==> src/rtl/mem_init_pkg.sv <==
// Shared types and sizes for the RAM initiator.
package mem_init_pkg;

    localparam int MEM_AW = 9;
    localparam int MEM_DW = 32;

    typedef enum logic [2:0] {
        IDLE,
        SETUP,
        ACCESS,
        DONE,
        ERR
    } mem_state_t;

endpackage

==> src/rtl/mem_initiator.sv <==
// Initiator for the single-port 512 x 32 RAM: one load/store at a time,
// address/data set up a cycle before the strobe and held until after it.
//
// Handshake: cpu_req is sampled only while cpu_busy is low (IDLE). The
// request fields are captured on that edge; the caller sees exactly one
// cpu_ready pulse per accepted request (cpu_err qualifies it), after which
// the block spends one IDLE cycle before it can accept again.
module mem_initiator
    import mem_init_pkg::*;
#(
    parameter int WAIT_CYC   = 1,
    parameter int ADDR_CHECK = 1
) (
    input  logic              clk,
    input  logic              clr,
    input  logic              cpu_req,
    input  logic              cpu_we,
    input  logic [31:0]       cpu_addr,
    input  logic [31:0]       cpu_wdata,
    output logic              cpu_busy,
    output logic              cpu_ready,
    output logic              cpu_err,
    output logic [MEM_DW-1:0] cpu_rdata,
    output logic [MEM_AW-1:0] mem_addr,
    output logic [MEM_DW-1:0] mem_wdata,
    output logic              mem_read,
    output logic              mem_write,
    input  logic [MEM_DW-1:0] mem_rdata,
    output mem_state_t        state_dbg
);

    // Counter value on the final strobe cycle.
    localparam logic [3:0] LAST_CNT = 4'(WAIT_CYC - 1);

    mem_state_t        state_q, state_d;
    logic [3:0]        cnt_q, cnt_d;
    logic              we_q, we_d;
    logic [MEM_AW-1:0] mem_addr_q, mem_addr_d;
    logic [MEM_DW-1:0] mem_wdata_q, mem_wdata_d;
    logic              mem_read_q, mem_read_d;
    logic              mem_write_q, mem_write_d;
    logic              cpu_ready_q, cpu_ready_d;
    logic              cpu_err_q, cpu_err_d;
    logic              cpu_busy_q, cpu_busy_d;
    logic [MEM_DW-1:0] cpu_rdata_q, cpu_rdata_d;

    // Next-state, datapath capture, and registered outputs decoded from the next state.
    always_comb begin
        state_d     = state_q;
        cnt_d       = cnt_q;
        we_d        = we_q;
        mem_addr_d  = mem_addr_q;
        mem_wdata_d = mem_wdata_q;
        cpu_rdata_d = cpu_rdata_q;

        case (state_q)
            IDLE: begin
                if (cpu_req) begin
                    we_d        = cpu_we;
                    mem_addr_d  = cpu_addr[MEM_AW-1:0];
                    mem_wdata_d = cpu_wdata;
                    if ((ADDR_CHECK != 0) && (|cpu_addr[31:MEM_AW])) begin
                        state_d = ERR;
                    end else begin
                        state_d = SETUP;
                    end
                end
            end
            SETUP: begin
                state_d = ACCESS;
                cnt_d   = '0;
            end
            ACCESS: begin
                if (cnt_q == LAST_CNT) begin
                    state_d = DONE;
                    cnt_d   = '0;
                    // The read strobe is still high this cycle, so RAM data is valid.
                    if (!we_q) begin
                        cpu_rdata_d = mem_rdata;
                    end
                end else begin
                    cnt_d = cnt_q + 4'd1;
                end
            end
            DONE:    state_d = IDLE;
            ERR:     state_d = IDLE;
            default: state_d = IDLE;
        endcase

        // Outputs are registered copies of what the next state demands.
        mem_read_d  = (state_d == ACCESS) && !we_d;
        mem_write_d = (state_d == ACCESS) && we_d;
        cpu_ready_d = (state_d == DONE) || (state_d == ERR);
        cpu_err_d   = (state_d == ERR);
        cpu_busy_d  = (state_d != IDLE);
    end

    // State and output registers with asynchronous active-low clear.
    always_ff @(posedge clk or negedge clr) begin
        if (!clr) begin
            state_q     <= IDLE;
            cnt_q       <= '0;
            we_q        <= 1'b0;
            mem_addr_q  <= '0;
            mem_wdata_q <= '0;
            mem_read_q  <= 1'b0;
            mem_write_q <= 1'b0;
            cpu_ready_q <= 1'b0;
            cpu_err_q   <= 1'b0;
            cpu_busy_q  <= 1'b0;
            cpu_rdata_q <= '0;
        end else begin
            state_q     <= state_d;
            cnt_q       <= cnt_d;
            we_q        <= we_d;
            mem_addr_q  <= mem_addr_d;
            mem_wdata_q <= mem_wdata_d;
            mem_read_q  <= mem_read_d;
            mem_write_q <= mem_write_d;
            cpu_ready_q <= cpu_ready_d;
            cpu_err_q   <= cpu_err_d;
            cpu_busy_q  <= cpu_busy_d;
            cpu_rdata_q <= cpu_rdata_d;
        end
    end

    assign cpu_busy  = cpu_busy_q;
    assign cpu_ready = cpu_ready_q;
    assign cpu_err   = cpu_err_q;
    assign cpu_rdata = cpu_rdata_q;
    assign mem_addr  = mem_addr_q;
    assign mem_wdata = mem_wdata_q;
    assign mem_read  = mem_read_q;
    assign mem_write = mem_write_q;
    assign state_dbg = state_q;

endmodule

==> config.mk <==
export PLATFORM = sky130hd
export DESIGN_NAME = mem_initiator
export DESIGN_NICKNAME = d
export VERILOG_FILES = /design/src/rtl/mem_init_pkg.sv /design/src/rtl/mem_initiator.sv
export SDC_FILE = /design/constraint.sdc
export NUM_CORES = 1
export LEC_CHECK = 0
export ABC_AREA = 1
export BUFFER_PORTS_ARGS = -buffer_cell sky130_fd_sc_hd__buf_2
export CAP_MARGIN = 30
export CELL_PAD_IN_SITES_DETAIL_PLACEMENT = 1
export CELL_PAD_IN_SITES_GLOBAL_PLACEMENT = 1
export CORE_UTILIZATION = 35
export CTS_BUF_LIST = sky130_fd_sc_hd__clkbuf_2
export CTS_CLUSTER_SIZE = 8
export DETAILED_ROUTE_END_ITERATION = 8
export MAX_ROUTING_LAYER = met4
export PLACE_DENSITY_LB_ADDON = 0.1
export SYNTH_ARGS = -nofsm -noshare
export SYNTH_HDL_FRONTEND = slang
export SYNTH_SLANG_ARGS = --single-unit
==> constraint.sdc <==
create_clock -name clk -period 2.3 [get_ports clk]
set_input_delay 0.46 -clock clk [delete_from_list [all_inputs] [get_ports clk]]
set_output_delay 0.46 -clock clk [all_outputs]
set_load 0.05 [all_outputs]
==> impl_metrics.tcl <==
set metrics [dict create \
    status "finished, final reports clean" \
    clk_latency_ps 550 \
    setup_tns_ps 0 \
    setup_viol 0 \
    max_slew_margin_pct 62.4 \
    drc 0 \
    finalNetCount 671 \
    max_stage_delay_ps 460 \
    rsz0062_at_grt "no" \
    h-tree-depth 3 \
    ff_latch_area_sq_um 2150 \
    overflow 0 \
    ys_seq_elements 86 \
    yosys.area_share.simple_pct 26.5 \
    wl_met3_um 722 \
    yosysSeqAreaShare_pct 62.0 \
    dr.pass1.iters 4 \
    dpl.cell_count 686 \
    final_core_util_pct 48.6 \
    via_count 3153 \
    cp_slowest_cell "dfrtp_1" \
    syn_inst 387 \
    r2r-start "cnt_q[0]" \
    grt_pass1_wl_um 15400 \
    path_class "flop to primary output" \
    final_common_cell "nand2_1" \
    wire_per_inst_um 13.9 \
    maxCapViolations 0 \
    place_congestion 0.777 \
    holdPathEnd "mem_wdata[10]" \
    start_util_pct 36.9 \
    die_y_um 102 \
    grt_max_degree 43 \
    hold_viol_final 0 \
    crit_arrival_ps 1300 \
    hpwl_um 7250 \
    syn_nets 489 \
    hp-class "input port to flop" \
    chipWidth_um 102 \
    path_cells "buf_2" \
    tightest_slew_ps 564 \
    synth_xor_area_share_pct 0.505 \
    period_needed_ps 1760 \
    cts.clk_slew.worst_paths_ps 250 \
    synth_edf_count 0 \
    top_layer "met4" \
    antenna_found_initial 0 \
    grt_pass1_vias 3165 \
    die_area_sq_um 10300 \
    synth-adder-area-share_pct 0.721 \
    cts.sinks 86 \
    dpl_cell_area_sq_um 4470 \
    critPathMaxFanout 3 \
    maxSlewViolCount 0 \
    wl_um 9800 \
    cp-start-kind "flop" \
    avgSynthCellArea_sq_um 8.97 \
    clockBufferDepth 2 \
    drt_iter0_drc 95 \
    ff2ff_path_depth 7 \
    portBuffers 180 \
    syn_area_sq_um 3470 \
    synth_top_family_by_area "simple AND/OR/NAND/NOR gates" \
    wl_met2_um 4690 \
    instances_no_fill 703 \
    synthArstFlopShare_pct 100 \
    cts_setup_buffers 0 \
    max_freq_ghz 0.570 \
    vias_per_cell 4.49 \
    min_from "cpu_wdata[10]" \
    endpoint_kind "primary output" \
    multi_input_area_sq_um 1150 \
    cts_resized 0 \
    peakVddDrop_v 0.000253 \
    synth.distinct_cells 25 \
    fin_crit_sh_pct 76.3 \
    cts_tree "built" \
    path_delay_family "flip-flops" \
    io_pins 181 \
    syn2layout_area_growth_pct 31.9 \
    muxShareOfSynthArea_pct 0 \
    num_rows 35 \
    clockRootBuffer "clkbuf_2" \
    fillers 1206 \
    coreArea_sq_um 9420 \
    grt_use_total_pct 20.4 \
    hold_depth 3 \
    r2r_slack_ps 570 \
    timing.rr.end "cpu_rdata[1]" \
    p_per_area_nw_per_um2 723 \
    wl_met1_um 4260 \
    ant_nets 0 \
    synth_compound_area_share_pct 5.41 \
    yosys_warnings 0 \
    finalClockSkew_ps 19.0 \
    mostFrequentLayoutCells "nand2_1, buf_2, dfrtp_1, o21ai_0, nor2_1" \
    cts_hold_buf 1 \
    drive_above_1_share_pct 36.9 \
    ys.flop_type "dfrtp_1" \
    post-route-cell-area_sq_um 4580 \
    cp.required_ps 1840 \
    cts_buffers 9 \
    power.total_mw 3.31 \
    antenna_cells 0 \
    cp.buffers_inverters 1 \
    p_leak_nw 2.59 \
]
[Yosys cell counts (4+ instances only)]
master    number  area share, %
o21ai_0       25            3.6
clkbuf_1      11            1.2
dfrtp_1       86             62
nand3_1        4           0.58
o21ai_1        9            1.3
nor2_1        18            1.9
inv_1         11            1.2
nand2_2        4           0.72
nand2_1      197             21
[worst max-delay path by stage]
stage / from / to / slack (ps) / depth (start not counted)
finish: state_dbg[2] / state_dbg[2] / 540 / 1
global route: cnt_q[0] / cpu_rdata[3] / 370 / 7
CTS: state_dbg[2] / state_dbg[2] / 490 / 1
detailed placement: cnt_q[0] / cpu_rdata[1] / 590 / 7
global placement: cnt_q[0] / cpu_rdata[1] / 680 / 7
floorplan: state_dbg[2] / cpu_rdata[10] / 600 / 7
[through the flow]
step / setup WS [ps] / hold slack [ps]
floorplan: 603 / 164
global placement: 679 / 457
detailed placement: 589 / 459
CTS: 490 / 29.6
global route: 372 / 0.525
finish: 545 / 72.4
[area by class of cell]
| class | count | share of cell area (%) |
|---|---|---|
| sequential | 86 | 47.0 |
| multi-input combinational | 271 | 25.1 |
| timing repair buffer | 189 | 21.3 |
| tap | 129 | 3.53 |
| clock inverter | 7 | 1.09 |
| clock buffer | 9 | 0.984 |
| inverter | 12 | 0.984 |
[cell families (layout without fill, tap and decap cells)]
family | Yosys count | after routing
compound gates | 37 | 37
xor+xnor | 2 | 2
fa+ha+maj | 2 | 2
buf+inv | 30 | 217
flops | 86 | 86
simple gates | 230 | 230
[power by group]
part | internal, mW | leakage, nW | switching (mW)
Combinational | 0.217 | 1.48 | 0.707
Clock | 0.144 | 0.0559 | 0.533
Sequential | 1.64 | 1.05 | 0.0665
Total | 2.00 | 2.59 | 1.31
[routing by layer]
| metal | track usage, % | up-vias |
|---|---|---|
| met4 | 7.02 | 0 |
| met2 | 32.0 | 115 |
| met1 | 25.2 | 1467 |
| li1 | - | 1559 |
| met5 | - | - |
| met3 | 5.66 | 12 |
[sequential cells by signal, indices dropped and copies added (netlist names)]
name	count
cnt_q	4
cpu_busy	1
cpu_err	1
cpu_rdata	32
cpu_ready	1
mem_addr	9
mem_read	1
mem_wdata	32
mem_write	1
state_dbg	3
we_q	1
(Power assumes the default switching activity.)
